$ cat src/rtl/memory_arbiter_pkg.sv
// memory_arbiter_pkg
// Shared types and constants for the two-port memory arbiter:
//   arb_state_t : arbiter FSM states (idle, memory access in flight, response)
//   PORT_INSTR / PORT_DATA : port indices (instruction cache, data cache)
//   op_t        : memory operation latched at grant time
package memory_arbiter_pkg;

  typedef enum logic [1:0] {
    ARB_IDLE = 2'd0,
    ARB_BUSY = 2'd1,
    ARB_DONE = 2'd2
  } arb_state_t;

  localparam logic PORT_INSTR = 1'b0;
  localparam logic PORT_DATA  = 1'b1;

  typedef enum logic {
    OP_READ  = 1'b0,
    OP_WRITE = 1'b1
  } op_t;

endpackage : memory_arbiter_pkg

$ cat src/rtl/arbiter_grant_select.sv
// arbiter_grant_select
// Combinational choice of which pending port to serve next.
// Build option: MEMORY_ARBITER_ROUND_ROBIN_EN
//   defined   : on a tie, the port other than last_grant_i wins
//   undefined : fixed priority, port 1 (data side) over port 0
// Ports:
//   pending_i     [1:0] per-port pending request (bit N = port N)
//   last_grant_i        index of the most recently granted port
//   grant_valid_o       at least one port is pending
//   grant_idx_o         index of the selected port (meaningful with grant_valid_o)
module arbiter_grant_select
  import memory_arbiter_pkg::*;
(
  input  logic [1:0] pending_i,
  input  logic       last_grant_i,
  output logic       grant_valid_o,
  output logic       grant_idx_o
);

`ifdef MEMORY_ARBITER_ROUND_ROBIN_EN
  // Round-robin selection: alternate on ties, otherwise the lone pending port.
  always_comb begin
    grant_valid_o = 1'b0;
    grant_idx_o   = PORT_INSTR;
    case (pending_i)
      2'b01: begin
        grant_valid_o = 1'b1;
        grant_idx_o   = PORT_INSTR;
      end
      2'b10: begin
        grant_valid_o = 1'b1;
        grant_idx_o   = PORT_DATA;
      end
      2'b11: begin
        grant_valid_o = 1'b1;
        grant_idx_o   = ~last_grant_i;
      end
      default: begin
        grant_valid_o = 1'b0;
        grant_idx_o   = PORT_INSTR;
      end
    endcase
  end
`else
  // History is kept by the top level but does not influence fixed priority.
  logic unused_last_grant_s;
  assign unused_last_grant_s = last_grant_i;

  // Fixed-priority selection: data side wins whenever it is pending.
  always_comb begin
    grant_valid_o = 1'b0;
    grant_idx_o   = PORT_INSTR;
    if (pending_i[1]) begin
      grant_valid_o = 1'b1;
      grant_idx_o   = PORT_DATA;
    end else if (pending_i[0]) begin
      grant_valid_o = 1'b1;
      grant_idx_o   = PORT_INSTR;
    end else begin
      grant_valid_o = 1'b0;
      grant_idx_o   = PORT_INSTR;
    end
  end
`endif

endmodule : arbiter_grant_select

$ cat src/rtl/memory_arbiter.sv
// memory_arbiter
// Shares one main-memory interface between the instruction cache (port 0)
// and the data cache (port 1). Requests are level-held until a one-cycle
// response pulse; transactions are serialised IDLE -> BUSY -> DONE -> IDLE,
// so one idle cycle always separates back-to-back transactions.
// Build option: MEMORY_ARBITER_ROUND_ROBIN_EN (see arbiter_grant_select).
// Ports:
//   clk_i, rst_n_i                      clock, synchronous active-low reset
//   pN_read_request_i/pN_write_request_i  level request from port N (write wins)
//   pN_addr_i, pN_write_data_i          port N address / write data
//   pN_response_o, pN_read_data_o       completion pulse / captured read data
//   memory_*_o                          registered request, address, write data
//   memory_response_i, memory_read_data_i  memory completion and read data
//   busy_o                              transaction in BUSY or DONE
//   grant_o                             port last or currently granted
module memory_arbiter
  import memory_arbiter_pkg::*;
#(
  parameter int ADDR_WIDTH = 32,
  parameter int DATA_WIDTH = 32
) (
  input  logic                  clk_i,
  input  logic                  rst_n_i,
  input  logic                  p0_read_request_i,
  input  logic                  p0_write_request_i,
  input  logic [ADDR_WIDTH-1:0] p0_addr_i,
  input  logic [DATA_WIDTH-1:0] p0_write_data_i,
  output logic                  p0_response_o,
  output logic [DATA_WIDTH-1:0] p0_read_data_o,
  input  logic                  p1_read_request_i,
  input  logic                  p1_write_request_i,
  input  logic [ADDR_WIDTH-1:0] p1_addr_i,
  input  logic [DATA_WIDTH-1:0] p1_write_data_i,
  output logic                  p1_response_o,
  output logic [DATA_WIDTH-1:0] p1_read_data_o,
  output logic                  memory_read_request_o,
  output logic                  memory_write_request_o,
  output logic [ADDR_WIDTH-1:0] memory_addr_o,
  output logic [DATA_WIDTH-1:0] memory_write_data_o,
  input  logic                  memory_response_i,
  input  logic [DATA_WIDTH-1:0] memory_read_data_i,
  output logic                  busy_o,
  output logic                  grant_o
);

  arb_state_t            state_q, state_d;
  op_t                   op_q, op_d;
  logic [ADDR_WIDTH-1:0] addr_q, addr_d;
  logic [DATA_WIDTH-1:0] wdata_q, wdata_d;
  logic [DATA_WIDTH-1:0] data_q, data_d;
  logic                  mem_rd_q, mem_rd_d;
  logic                  mem_wr_q, mem_wr_d;
  logic                  p0_resp_q, p0_resp_d;
  logic                  p1_resp_q, p1_resp_d;
  logic                  busy_q, busy_d;
  logic                  grant_q, grant_d;
  logic                  last_grant_q, last_grant_d;

  logic [1:0]            pending_s;
  logic                  grant_valid_s;
  logic                  grant_idx_s;

  assign pending_s = {p1_read_request_i | p1_write_request_i,
                      p0_read_request_i | p0_write_request_i};

  arbiter_grant_select u_grant_select (
    .pending_i     (pending_s),
    .last_grant_i  (last_grant_q),
    .grant_valid_o (grant_valid_s),
    .grant_idx_o   (grant_idx_s)
  );

  // Next-state and next-output logic for the arbiter FSM.
  always_comb begin
    state_d      = state_q;
    op_d         = op_q;
    addr_d       = addr_q;
    wdata_d      = wdata_q;
    data_d       = data_q;
    mem_rd_d     = 1'b0;
    mem_wr_d     = 1'b0;
    p0_resp_d    = 1'b0;
    p1_resp_d    = 1'b0;
    busy_d       = busy_q;
    grant_d      = grant_q;
    last_grant_d = last_grant_q;
    case (state_q)
      ARB_IDLE: begin
        if (grant_valid_s) begin
          state_d      = ARB_BUSY;
          grant_d      = grant_idx_s;
          last_grant_d = grant_idx_s;
          busy_d       = 1'b1;
          // A write held together with a read on the same port is served as a write.
          if (grant_idx_s == PORT_DATA) begin
            addr_d  = p1_addr_i;
            wdata_d = p1_write_data_i;
            op_d    = p1_write_request_i ? OP_WRITE : OP_READ;
          end else begin
            addr_d  = p0_addr_i;
            wdata_d = p0_write_data_i;
            op_d    = p0_write_request_i ? OP_WRITE : OP_READ;
          end
          mem_rd_d = (op_d == OP_READ);
          mem_wr_d = (op_d == OP_WRITE);
        end else begin
          state_d = ARB_IDLE;
          busy_d  = 1'b0;
        end
      end
      ARB_BUSY: begin
        if (memory_response_i) begin
          // Writes capture too; the requester ignores the value.
          data_d    = memory_read_data_i;
          state_d   = ARB_DONE;
          p0_resp_d = (grant_q == PORT_INSTR);
          p1_resp_d = (grant_q == PORT_DATA);
        end else begin
          mem_rd_d = (op_q == OP_READ);
          mem_wr_d = (op_q == OP_WRITE);
        end
      end
      ARB_DONE: begin
        state_d = ARB_IDLE;
        busy_d  = 1'b0;
      end
      default: begin
        state_d = ARB_IDLE;
        busy_d  = 1'b0;
      end
    endcase
  end

  // State and output registers with synchronous active-low reset.
  always_ff @(posedge clk_i) begin
    if (!rst_n_i) begin
      state_q      <= ARB_IDLE;
      op_q         <= OP_READ;
      addr_q       <= '0;
      wdata_q      <= '0;
      data_q       <= '0;
      mem_rd_q     <= 1'b0;
      mem_wr_q     <= 1'b0;
      p0_resp_q    <= 1'b0;
      p1_resp_q    <= 1'b0;
      busy_q       <= 1'b0;
      grant_q      <= 1'b0;
      last_grant_q <= 1'b1;
    end else begin
      state_q      <= state_d;
      op_q         <= op_d;
      addr_q       <= addr_d;
      wdata_q      <= wdata_d;
      data_q       <= data_d;
      mem_rd_q     <= mem_rd_d;
      mem_wr_q     <= mem_wr_d;
      p0_resp_q    <= p0_resp_d;
      p1_resp_q    <= p1_resp_d;
      busy_q       <= busy_d;
      grant_q      <= grant_d;
      last_grant_q <= last_grant_d;
    end
  end

  assign memory_read_request_o  = mem_rd_q;
  assign memory_write_request_o = mem_wr_q;
  assign memory_addr_o          = addr_q;
  assign memory_write_data_o    = wdata_q;
  assign p0_response_o          = p0_resp_q;
  assign p1_response_o          = p1_resp_q;
  assign p0_read_data_o         = data_q;
  assign p1_read_data_o         = data_q;
  assign busy_o                 = busy_q;
  assign grant_o                = grant_q;

endmodule : memory_arbiter

$ cat config.mk
export PLATFORM = sky130hd
export DESIGN_NAME = memory_arbiter
export DESIGN_NICKNAME = d
export VERILOG_FILES = /design/src/rtl/memory_arbiter_pkg.sv /design/src/rtl/arbiter_grant_select.sv /design/src/rtl/memory_arbiter.sv
export SDC_FILE = /design/constraint.sdc
export NUM_CORES = 1
export LEC_CHECK = 0
export CAP_MARGIN = 0
export CORE_AREA = 2 2 117 119
export DETAILED_ROUTE_END_ITERATION = 8
export DIE_AREA = 0 0 119 121
export HOLD_SLACK_MARGIN = 0.15
export PLACE_DENSITY = 0.9
export SETUP_SLACK_MARGIN = 0.05
export SYNTH_ARGS = -nofsm -noshare
export SYNTH_HDL_FRONTEND = slang
export SYNTH_SLANG_ARGS = --single-unit
$ cat constraint.sdc
create_clock -name clk_i -period 2.2 [get_ports clk_i]
set_clock_uncertainty 0.2 [all_clocks]
set_input_delay 0.44 -clock clk_i [delete_from_list [all_inputs] [get_ports clk_i]]
set_output_delay 0.44 -clock clk_i [all_outputs]
set_load 0.02 [all_outputs]
==> results.ini, run 1 <==
[sta]
drv_slew = 0
grt_setup_unrepaired = false
relSlewSlack = 0.702
final.min_clock_period_ns = 2.00
setup_viol = 0
worst_slew_pin_slew_ns = 0.447
setup_ws_ns = 0.202
hold_violations = 0
timing.final.crit_share = 0.908
timing.fmax_mhz = 500
holdWs_ns = 0.230

[place]
io_buffers = 300
pre_cts_ws_ns = -0.102
hpwlAfterDp_um = 11400
place.gp.congestion = 0.765
placedCellCount = 925

[clocking]
h-tree-depth = 3
cts_max_path_buffers = 2
cts_tree = built
post-cts-setup-buffer-count = 0
numCtsBuffers = 9
clkTransAtPathRegs_ns = 0.07
cts_sinks = 105
ctsResizeCount = 0
hold_buffers = 0
insertion_delay_ns = 0.34
root_buffer = clkbuf_16

[grt]
grt_pass1_wl_um = 23300
gr-total-overflow = 0
grt_use_total = 0.204
grt_max_degree = 65
grt_pass1_vias = 4543
antenna_found_initial = 0

[power]
p_per_area_nw_per_um2 = 646
peakVddDrop_mv = 0.409
power.leakage_nw = 2.90
power.total_mw = 5.26

[flow_run]
drv_cap = 0

[final_layout]
post_layout_nonfiller_instances = 941
antenna_cells = 0
fin_util = 0.622
drive_above_1_share = 0.0758
nNetsFinal = 927
synthToLayoutAreaGrowth_pct = 70.5

[detailed_routing]
drtIter0Drc = 171
viasPerCell = 4.94
drt-pass1-iter-count = 4
postRouteAntennaNets = 0
wl_um = 14800
via_count = 4650
wire_per_inst_um = 15.7
drt_drc_violations_left = 0

[synth]
yosys_most_used_dff = dfxtp_1
postSynth.asyncResetShare = 0
synth_nets = 668
yosysMostFrequentCell = dfxtp_1
synth_common_cells = dfxtp_1 (105), nand2_1 (66), o211ai_1 (65)
ys_seq_area_frac = 0.440
yosys.area.top_type = dfxtp_1
yosys.cell_types.count = 30
synthCells = 501
synth_warnings = 0
syn-mean-instance-area_sq_um = 9.53
synth_top_area_frac = 0.440
syn-cell-area_sq_um = 4780
ys_top_cells_by_area = dfxtp_1 (44%), mux2i_1 (13%), o211ai_1 (10%)
synth_edf_count = 0
synth-seq-cells = 105

[die]
initial_utilization = 0.365
dieArea_sq_um = 14400
design.core.area_sq_um = 13100
die_y_um = 121
num_rows = 42
io_pins = 301
die-width_um = 119

[critical_path]
slowest_stage = clkdlybuf4s50_1
critPathLaunchType = register
cp.required_ns = 1.56
crit_chain = clkdlybuf4s50_1
crit_buf_inv = 1
end_kind = output pin
startpoint = p0_read_data_o[18]$_SDFFE_PN0P_
cp_top_family = buffers and inverters
critical_path_class = register to output pin
r2r-start = state_q[1]$_SDFFE_PN0P_
cpPeakStageDelay_ns = 0.63
cp.arrival_ns = 1.36
cp_max_fo = 3

[worst_hold_path]
hold_class = input port to register
hp-start = rst_n_i

[status]
status = completed

==> cell type report <==
type	count	area (sq um)
fill	1082	4940
timing repair buffer	326	3320
tap	176	220
clock buffer	9	225
clock inverter	7	93.8
sequential	105	2100
multi-input combinational	318	2180
==> through the flow <==
stage	area (sq um)	TNS, ns
2_1_floorplan	4780	0
3_3_place_gp	7820	-0.482
3_5_place_dp	7820	-1.66
4_1_cts	8140	0
5_1_grt	8140	0
6_report	8140	0
==> cells in the final DEF (no fill, tap or decap), types with 2 or more instances in the layout <==
cell / instances
o211ai_1: 65
clkbuf_16: 9
clkdlybuf4s50_1: 299
nand2_1: 66
bufinv_16: 2
clkinvlp_4: 2
dfxtp_1: 105
buf_12: 10
o21ai_2: 10
a21boi_0: 34
nor2b_1: 2
o21ai_1: 10
o21ai_0: 46
nor2_1: 3
a21oi_1: 2
clkinv_2: 2
nand2b_1: 2
buf_4: 16
mux2i_1: 64
nand3b_1: 2
==> final timing paths <==
kind	endpoint	slack, ns	cells past startpoint
worst min-delay path	state_q[0]$_SDFFE_PN0P_	0.23	2
worst max-delay path	p0_read_data_o[18]	0.20	1
worst max register to register	op_q$_SDFFE_PN0P_	0.55	3
worst min register to register	p0_response_o$_SDFF_PN0_	0.27	1
==> power by group <==
group          switching (mW)  internal [mW]  leakage, nW
clock                   0.710          0.997        0.152
sequential             0.0943           2.06        0.864
combinational           0.642          0.756         1.88
==> cell families (layout without fill, tap and decap cells) <==
family                 after synthesis  count (layout)  synth area share
AND/OR/NAND/NOR                     85              85            0.0825
flip-flops                         105             105             0.440
AO/OA/AOI/OAI                      169             169             0.238
multiplexers                        64              64             0.134
buffers and inverters               78             342             0.105
==> layer usage <==
| metal | part of all wire | routed length [um] | GRT usage |
|---|---|---|---|
| met3 | 0.075 | 1110 | 0.0592 |
| met4 | 0.029 | 422 | 0.0818 |
| met1 | 0.38 | 5680 | 0.229 |
| met5 | 0 | 0 | 0 |
| met2 | 0.51 | 7560 | 0.363 |
==> flip-flops by register name, indices dropped and copies added (netlist names), 2 cells and up <==
signal and flops:
p0_read_data_o 32, memory_write_data_o 32, memory_addr_o 32, state_q 2
(Power assumes the default switching activity.)
==> run 2: changes to the inputs <==
Settings changed: ABC_AREA set to 1, CORE_AREA 2 2 117 119 to 2 2 118 120, DIE_AREA 0 0 119 121 to 0 0 120 122, PLACE_DENSITY 0.9 to 0.89, SYNTH_HIERARCHICAL set to 1.
==> results.ini, run 2 <==
[power]
peakVddDrop_mv = 0.431
p_per_area_nw_per_um2 = 641
power.total_mw = 5.14
power.leakage_nw = 3.30

[worst_hold_path]
hold_depth = 2
hold_class = register to register

[sta]
final.min_clock_period_ns = 2.04
grt_setup_unrepaired = false
worst_slew_pin_slew_ns = 0.464
drv_slew = 0
relSlewSlack = 0.691
setup_tns_ns = 0
timing.fmax_mhz = 490
timing.final.crit_share = 0.928
setup_viol = 0
hold_violations = 0
setup_ws_ns = 0.158

[critical_path]
cp.arrival_ns = 1.40
cp.depth = 1
cp_top_family = buffers and inverters
cpPeakStageDelay_ns = 0.66
cp.required_ns = 1.56
crit_chain = clkdlybuf4s50_1
end_kind = output pin
critical_path_class = register to output pin
cp_max_fo = 4
critPathLaunchType = register
slowest_stage = clkdlybuf4s50_1
crit_buf_inv = 1
reg2reg_depth = 4

[detailed_routing]
viasPerCell = 4.70
wire_per_inst_um = 13.9
wl_um = 15800
drt-pass1-iter-count = 5
drt_drc_violations_left = 0
via_count = 5364
drtIter0Drc = 254
postRouteAntennaNets = 0

[grt]
antenna_found_initial = 0
grt_use_total = 0.212
gr-total-overflow = 0
grt_max_degree = 106
grt_pass1_wl_um = 25100
grt_pass1_vias = 5310

[clocking]
clkTransAtPathRegs_ns = 0.07
hold_buffers = 0
h-tree-depth = 3
insertion_delay_ns = 0.34
cts_max_path_buffers = 2
post-cts-setup-buffer-count = 0
cts_tree = built
cts_sinks = 105
ctsResizeCount = 0
root_buffer = clkbuf_16
numCtsBuffers = 9

[synth]
syn-mean-instance-area_sq_um = 6.76
synthCells = 710
synth_nets = 877
syn-cell-area_sq_um = 4800
synth_warnings = 6

[final_layout]
nNetsFinal = 1123
final_common_cell = nand2_1
drive_above_1_share = 0.0447
antenna_cells = 0
synthToLayoutAreaGrowth_pct = 67.2
layout_common_cells = nand2_1 (367), clkdlybuf4s50_1 (300), dfxtp_1 (105)

[die]
dieArea_sq_um = 14600
io_pins = 301
die-width_um = 120
design.core.area_sq_um = 13500
initial_utilization = 0.355
num_rows = 43
die_y_um = 122

[place]
io_buffers = 300
place.gp.congestion = 0.818
pre_cts_ws_ns = -0.0795
hpwlAfterDp_um = 11600

[status]
status = completed

[flow_run]
drv_cap = 0

-- run 2: power breakdown --
part | switching [mW] | total [mW] | internal, mW
clock | 0.700 | 1.53 | 0.831
sequential | 0.0883 | 2.14 | 2.05
combinational | 0.724 | 1.48 | 0.753
-- run 2: area by class of cell --
cell class,instances,area [sq um]
well taps,180,225
repair buffers,318,3250
clock buffers,12,256
fillers,1190,5480
inverters,8,31.3
clock inverters,4,26.3
flip-flops and latches,105,2100
multi-input cells,514,2130
-- run 2: path summary, 6_finish.rpt --
kind / slack (ns) / startpoint / to
min: 0.26 / memory_addr_o[28]$_SDFFE_PN0P_ / memory_addr_o[28]$_SDFFE_PN0P_
min reg2reg: 0.26 / memory_addr_o[28]$_SDFFE_PN0P_ / memory_addr_o[28]$_SDFFE_PN0P_
max reg2reg: 0.57 / state_q[1]$_SDFFE_PN0P_ / p0_read_data_o[15]$_SDFFE_PN0P_
max: 0.16 / grant_o$_SDFFE_PN0P_ / grant_o
-- run 2: metrics by stage --
step                      cell area (sq um)  utilization  instances  hold WS (ns)
after detailed placement               7740        0.573       1125         0.254
after CTS                              8030        0.594       1141         0.264
after global routing                   8030        0.594       1141         0.283
final                                  8030        0.594       1141         0.263
after global placement                 7740        0.573       1125         0.250
after floorplan                        4800            -        710         0.258
-- run 2: layer usage --
metal,GRT usage,part of all wire,vias to the layer above
li1,-,-,2686
met1,0.231,0.39,2423
met2,0.394,0.51,216
met3,0.0440,0.068,39
met4,0.0956,0.031,0
met5,0,0,-
